[src/rtl/serial_link.sv]
// Credit-flow-controlled serializer/deserializer: parallel words go out MSB-first as
// SERIAL_WIDTH beats, and received beats are reassembled into a small receive FIFO.
// Optional beat parity is enabled by defining SERIAL_LINK_PARITY_EN.
module serial_link #(
    parameter int SERIAL_WIDTH   = 4,
    parameter int PARALLEL_WIDTH = 32,
    parameter int FIFO_DEPTH     = 2
) (
    input  logic                      clk,
    input  logic                      reset,
    input  logic                      in_valid,
    output logic                      in_ready,
    input  logic [PARALLEL_WIDTH-1:0] in_data,
    output logic                      tx_svalid,
    output logic [SERIAL_WIDTH-1:0]   tx_sout,
    input  logic                      tx_credit,
    input  logic                      rx_svalid,
    input  logic [SERIAL_WIDTH-1:0]   rx_sin,
    output logic                      rx_credit,
`ifdef SERIAL_LINK_PARITY_EN
    output logic                      tx_spar,
    input  logic                      rx_spar,
    output logic                      rx_perr,
`endif
    output logic                      out_valid,
    input  logic                      out_ready,
    output logic [PARALLEL_WIDTH-1:0] out_data,
    output logic                      rx_overflow
);
    localparam int BEATS = (PARALLEL_WIDTH + SERIAL_WIDTH - 1) / SERIAL_WIDTH;
    localparam int TW    = BEATS * SERIAL_WIDTH;
    localparam int PAD   = TW - PARALLEL_WIDTH;
    localparam int BCW   = (BEATS > 1) ? $clog2(BEATS) : 1;
    localparam int CRW   = $clog2(FIFO_DEPTH + 1);
    localparam int PTW   = (FIFO_DEPTH > 1) ? $clog2(FIFO_DEPTH) : 1;

    localparam logic [BCW-1:0] LAST_BEAT = BCW'(BEATS - 1);
    localparam logic [CRW-1:0] DEPTH_CNT = CRW'(FIFO_DEPTH);
    localparam logic [PTW-1:0] PTR_LAST  = PTW'(FIFO_DEPTH - 1);

    typedef enum logic {IDLE, TRANSMIT} tx_state_t;

    tx_state_t        tx_state;
    logic [TW-1:0]    tx_shreg;
    logic [BCW-1:0]   tx_beat;
    logic [CRW-1:0]   credits;
    logic [TW-1:0]    tx_load;
    logic             tx_accept;

    // Word is left-justified so the zero padding lands in the last beat's LSBs.
    assign tx_load   = TW'(in_data) << PAD;
    assign in_ready  = (tx_state == IDLE) && (credits != '0);
    assign tx_accept = in_valid && in_ready;

    always_ff @(posedge clk or posedge reset) begin
        if (reset) begin
            tx_state  <= IDLE;
            tx_shreg  <= '0;
            tx_beat   <= '0;
            tx_svalid <= 1'b0;
            tx_sout   <= '0;
`ifdef SERIAL_LINK_PARITY_EN
            tx_spar   <= 1'b0;
`endif
        end else begin
            case (tx_state)
                IDLE: begin
                    if (tx_accept) begin
                        tx_state  <= TRANSMIT;
                        tx_svalid <= 1'b1;
                        tx_sout   <= tx_load[TW-1 -: SERIAL_WIDTH];
                        tx_shreg  <= tx_load << SERIAL_WIDTH;
                        tx_beat   <= '0;
`ifdef SERIAL_LINK_PARITY_EN
                        tx_spar   <= ^tx_load[TW-1 -: SERIAL_WIDTH];
`endif
                    end
                end
                TRANSMIT: begin
                    if (tx_beat == LAST_BEAT) begin
                        tx_state  <= IDLE;
                        tx_svalid <= 1'b0;
                    end else begin
                        tx_svalid <= 1'b1;
                        tx_sout   <= tx_shreg[TW-1 -: SERIAL_WIDTH];
                        tx_shreg  <= tx_shreg << SERIAL_WIDTH;
                        tx_beat   <= tx_beat + 1'b1;
`ifdef SERIAL_LINK_PARITY_EN
                        tx_spar   <= ^tx_shreg[TW-1 -: SERIAL_WIDTH];
`endif
                    end
                end
                default: tx_state <= IDLE;
            endcase
        end
    end

    // Credits mirror free receiver FIFO slots; returns beyond FIFO_DEPTH are ignored.
    always_ff @(posedge clk or posedge reset) begin
        if (reset) begin
            credits <= DEPTH_CNT;
        end else if (tx_accept && !tx_credit) begin
            credits <= credits - 1'b1;
        end else if (!tx_accept && tx_credit && (credits != DEPTH_CNT)) begin
            credits <= credits + 1'b1;
        end
    end

    logic                      rx_vld_q;
    logic [SERIAL_WIDTH-1:0]   rx_sin_q;
    logic [BCW-1:0]            rx_cnt;
    logic [TW-1:0]             rx_shreg;
    logic [TW-1:0]             rx_next;
    logic [PARALLEL_WIDTH-1:0] rx_word;
    logic                      push_req;
    logic                      push;
    logic                      pop;
    logic                      fifo_full;

    logic [PARALLEL_WIDTH-1:0] mem [FIFO_DEPTH];
    logic [PTW-1:0]            wr_ptr;
    logic [PTW-1:0]            rd_ptr;
    logic [CRW-1:0]            count;

    assign rx_next   = (rx_shreg << SERIAL_WIDTH) | TW'(rx_sin_q);
    assign rx_word   = rx_next[TW-1 -: PARALLEL_WIDTH];
    assign push_req  = rx_vld_q && (rx_cnt == LAST_BEAT);
    assign fifo_full = (count == DEPTH_CNT);
    assign push      = push_req && !fifo_full;
    assign pop       = out_valid && out_ready;
    assign out_valid = (count != '0);
    assign out_data  = out_valid ? mem[rd_ptr] : '0;

`ifdef SERIAL_LINK_PARITY_EN
    logic rx_spar_q;
`endif

    // Beats are registered at the pins before assembly, which sets loopback latency to BEATS+2.
    always_ff @(posedge clk or posedge reset) begin
        if (reset) begin
            rx_vld_q    <= 1'b0;
            rx_sin_q    <= '0;
            rx_cnt      <= '0;
            rx_shreg    <= '0;
            rx_overflow <= 1'b0;
`ifdef SERIAL_LINK_PARITY_EN
            rx_spar_q   <= 1'b0;
            rx_perr     <= 1'b0;
`endif
        end else begin
            rx_vld_q <= rx_svalid;
            rx_sin_q <= rx_sin;
            if (rx_vld_q) begin
                rx_shreg <= rx_next;
                rx_cnt   <= (rx_cnt == LAST_BEAT) ? '0 : rx_cnt + 1'b1;
            end
            if (push_req && fifo_full) rx_overflow <= 1'b1;
`ifdef SERIAL_LINK_PARITY_EN
            rx_spar_q <= rx_spar;
            if (rx_vld_q && ((^rx_sin_q) != rx_spar_q)) rx_perr <= 1'b1;
`endif
        end
    end

    always_ff @(posedge clk) begin
        if (push) mem[wr_ptr] <= rx_word;
    end

    // A push while full is dropped even if a pop happens in the same cycle.
    always_ff @(posedge clk or posedge reset) begin
        if (reset) begin
            wr_ptr    <= '0;
            rd_ptr    <= '0;
            count     <= '0;
            rx_credit <= 1'b0;
        end else begin
            rx_credit <= pop;
            if (push) wr_ptr <= (wr_ptr == PTR_LAST) ? '0 : wr_ptr + 1'b1;
            if (pop)  rd_ptr <= (rd_ptr == PTR_LAST) ? '0 : rd_ptr + 1'b1;
            case ({push, pop})
                2'b10:   count <= count + 1'b1;
                2'b01:   count <= count - 1'b1;
                default: count <= count;
            endcase
        end
    end
endmodule

[config.mk]
export PLATFORM = sky130hd
export DESIGN_NAME = serial_link
export DESIGN_NICKNAME = d
export VERILOG_FILES = /design/src/rtl/serial_link.sv
export SDC_FILE = /design/constraint.sdc
export NUM_CORES = 1
export LEC_CHECK = 0
export ABC_AREA = 1
export CAP_MARGIN = 40
export CORE_ASPECT_RATIO = 0.5
export CORE_MARGIN = 2
export CORE_UTILIZATION = 55
export CTS_BUF_LIST = sky130_fd_sc_hd__clkbuf_8
export DETAILED_ROUTE_END_ITERATION = 6
export PLACE_DENSITY_LB_ADDON = 0.08
export SETUP_SLACK_MARGIN = 0.1
export SKIP_CTS_REPAIR_TIMING = 1
export SLEW_MARGIN = 20
export SYNTH_ARGS = -nofsm -noshare
export SYNTH_HDL_FRONTEND = slang
export SYNTH_SLANG_ARGS = --single-unit
export TNS_END_PERCENT = 20
[constraint.sdc]
create_clock -name clk -period 8.6 [get_ports clk]
set_input_delay 0.86 -clock clk [delete_from_list [all_inputs] [get_ports clk]]
set_output_delay 0.86 -clock clk [all_outputs]
set_load 0.05 [all_outputs]
==> flow_metrics.env <==
export IMPL_status="finished clean"
export IMPL_skew_ns=0.0107
export IMPL_core_area_um2=10200
export IMPL_grt_max_degree=57
export IMPL_first_global_vias=3973
export IMPL_gr_total_overflow=0
export IMPL_cts_tree="done"
export IMPL_cts_buffers=17
export IMPL_placed_cell_area_um2=6900
export IMPL_p_per_area_nw_per_um2=378
export IMPL_fin_crit_ns=3.73
export IMPL_num_io_pins=83
export IMPL_clk_latency_ns=0.44
export IMPL_die_w_um=150
export IMPL_total_power_mw=2.74
export IMPL_ys_types=27
export IMPL_hold_class="reg -> reg"
export IMPL_port_buffer_count=82
export IMPL_ys_warn_count=0
export IMPL_p_leak_nw=2.99
export IMPL_syn_instance_count=530
export IMPL_fin_tns_setup_ns=0
export IMPL_drtIter0Drc=170
export IMPL_finalSetupViolCount=0
export IMPL_final_nets=657
export IMPL_instances_no_fill=762
export IMPL_critPathMaxFanout=21
export IMPL_rsz0062_at_grt="false"
export IMPL_synth_avg_cell_area_um2=11.0
export IMPL_dpl_cell_count=731
export IMPL_max_slew_margin_pct=54.4
export IMPL_globalRouteTotalUtil_pct=21.9
export IMPL_drc=0
export IMPL_clk_path_buf_depth=2
export IMPL_routed_wl_um=11400
export IMPL_initial_utilization_pct=56.9
export IMPL_root_buffer="clkbuf_8"
export IMPL_critPathRequiredTime_ns=7.74
export IMPL_antenna_found_initial=0
export IMPL_clk_pin_slew_ns=0.08
export IMPL_htreeDepth=4
export IMPL_peakVddDrop_mv=0.293
export IMPL_fmax_mhz=268
export IMPL_row_count=26
export IMPL_mostFrequentLayoutCells="nand2_1, clkdlybuf4s50_1, dfrtp_1"
export IMPL_diodes=0
export IMPL_critical_path_arrival_ns=2.87
export IMPL_startpoint_type="flop"
export IMPL_seq_area_frac_synth_pct=67.8
export IMPL_drive_gt1_share_pct=12.2
export IMPL_finalCritPeriodShare_pct=43.4
export IMPL_grt_pass1_wl_um=19300
export IMPL_synth_nets=577
export IMPL_fillerInstances=787
export IMPL_syn_area_um2=5830
export IMPL_vias_per_cell=5.23
export IMPL_gp_congestion=0.755
export IMPL_maxCapViolCount=0
export IMPL_hold_viol_final=0
export IMPL_ys_seq_elements=145
export IMPL_layout_commonest_cell="nand2_1"
export IMPL_worst_setup_path_type="reg -> out"
export IMPL_cts_sinks=145
export IMPL_firstDrtPassIters=4
export IMPL_worstMarginPinSlew_ns=0.683
export IMPL_dieArea_um2=11500
export IMPL_die_y_um=76.8
export IMPL_finalMaxSlewViolations=0
export IMPL_ant_nets=0
export IMPL_vias=3984
export IMPL_wl_per_cell_um=15.0
export IMPL_syn_to_final_growth_pct=24.4
export IMPL_cp_end_kind="primary output"
export IMPL_fin_area_um2=7250
export IMPL_dp_hpwl_um=7140
==> cells in the mapped netlist (all sizes together) <==
library cell | count | area [µm²]
xnor2 | 1 | 8.76
or2 | 23 | 144
o2111ai | 1 | 8.76
edfxtp | 64 | 1920
o21ai | 18 | 90.1
nand2 | 128 | 480
clkbuf | 20 | 75.1
dfstp | 1 | 26.3
dfrtp | 80 | 2000
o21bai | 1 | 7.51
xor2 | 3 | 26.3
ha | 5 | 62.6
o31ai | 1 | 7.51
nand3 | 38 | 190
buf | 13 | 73.8
nand4 | 1 | 6.26
o21a | 3 | 22.5
nor2 | 23 | 86.3
o211ai | 22 | 165
inv | 27 | 101
a21oi | 51 | 255
mux2 | 6 | 67.6
==> worst max-delay path, cell delays in order (launching register included) <==
cell             delay [ns]
dfrtp_1                0.62
inv_1                  0.51
buf_16                 0.22
nand2_1                0.06
a21oi_1                0.18
clkdlybuf4s50_1        0.84
==> layout make-up <==
cell class | instances | area [µm²] | share of cell area [%]
Clock buffer | 17 | 234 | 3.23
Sequential cell | 145 | 3950 | 54.5
Timing Repair Buffer | 94 | 1030 | 14.1
Multi-Input combinational cell | 325 | 1650 | 22.7
Tap cell | 140 | 175 | 2.41
Inverter | 27 | 103 | 1.41
Clock inverter | 14 | 119 | 1.64
==> kinds of logic (layout without fill, tap and decap cells) <==
kind of cell             Yosys count  in the layout  share of synthesized area [%]
adder cells (fa/ha/maj)            5              5                           1.07
flip-flops                       145            145                           67.8
AND/OR/NAND/NOR                  213            213                           15.6
multiplexers                       6              6                           1.16
AO/OA/AOI/OAI                     97             97                           9.55
XOR/XNOR                           4              4                          0.601
buffers and inverters             60            152                           4.29
==> routing by layer <==
| metal | global-route usage, % | routed length, µm |
|---|---|---|
| met4 | 9.52 | 239 |
| met1 | 29.0 | 5180 |
| met3 | 5.54 | 540 |
| met5 | 0 | 0 |
| met2 | 34.6 | 5440 |
==> report_power, final <==
part / internal (mW) / total, mW / switching [mW]
Clock: 0.225 / 0.485 / 0.260
Combinational: 0.452 / 1.27 / 0.813
Sequential: 0.894 / 0.993 / 0.0984
Total: 1.57 / 2.74 / 1.17
==> flip-flops by register name, indices dropped and copies added (netlist names) <==
| signal | count |
|---|---|
| mem | 64 |
| rx_shreg | 28 |
| tx_shreg | 28 |
| rx_sin_q | 4 |
| tx_sout | 4 |
| rx_cnt | 3 |
| tx_beat | 3 |
| count | 2 |
| credits | 2 |
| rd_ptr | 1 |
| rx_credit | 1 |
| rx_overflow | 1 |
| rx_vld_q | 1 |
| tx_state | 1 |
| tx_svalid | 1 |
| wr_ptr | 1 |
==> worst paths after layout <==
kind,from,to,slack [ns],cells past startpoint
min in group asynchronous,reset,rx_shreg[26],0.80,3
max,rd_ptr,out_data[21],4.87,5
min reg2reg,rx_shreg[25],mem[0][29],0.47,0
max reg2reg,rx_vld_q,mem[1][21],6.28,4
min,rx_shreg[25],mem[0][29],0.47,0
max in group asynchronous,reset,rx_shreg[6],7.20,4
==> per-stage QoR <==
stage               util, %  hold WS, ns  setup WS [ns]
global route           70.8        0.488           4.73
CTS                    70.8        0.470           4.83
finish                 70.8        0.469           4.87
global placement       65.7        0.446           4.72
detailed placement     67.4        0.455           5.31
floorplan                 -        0.438           5.66
(Power assumes the default switching activity.)
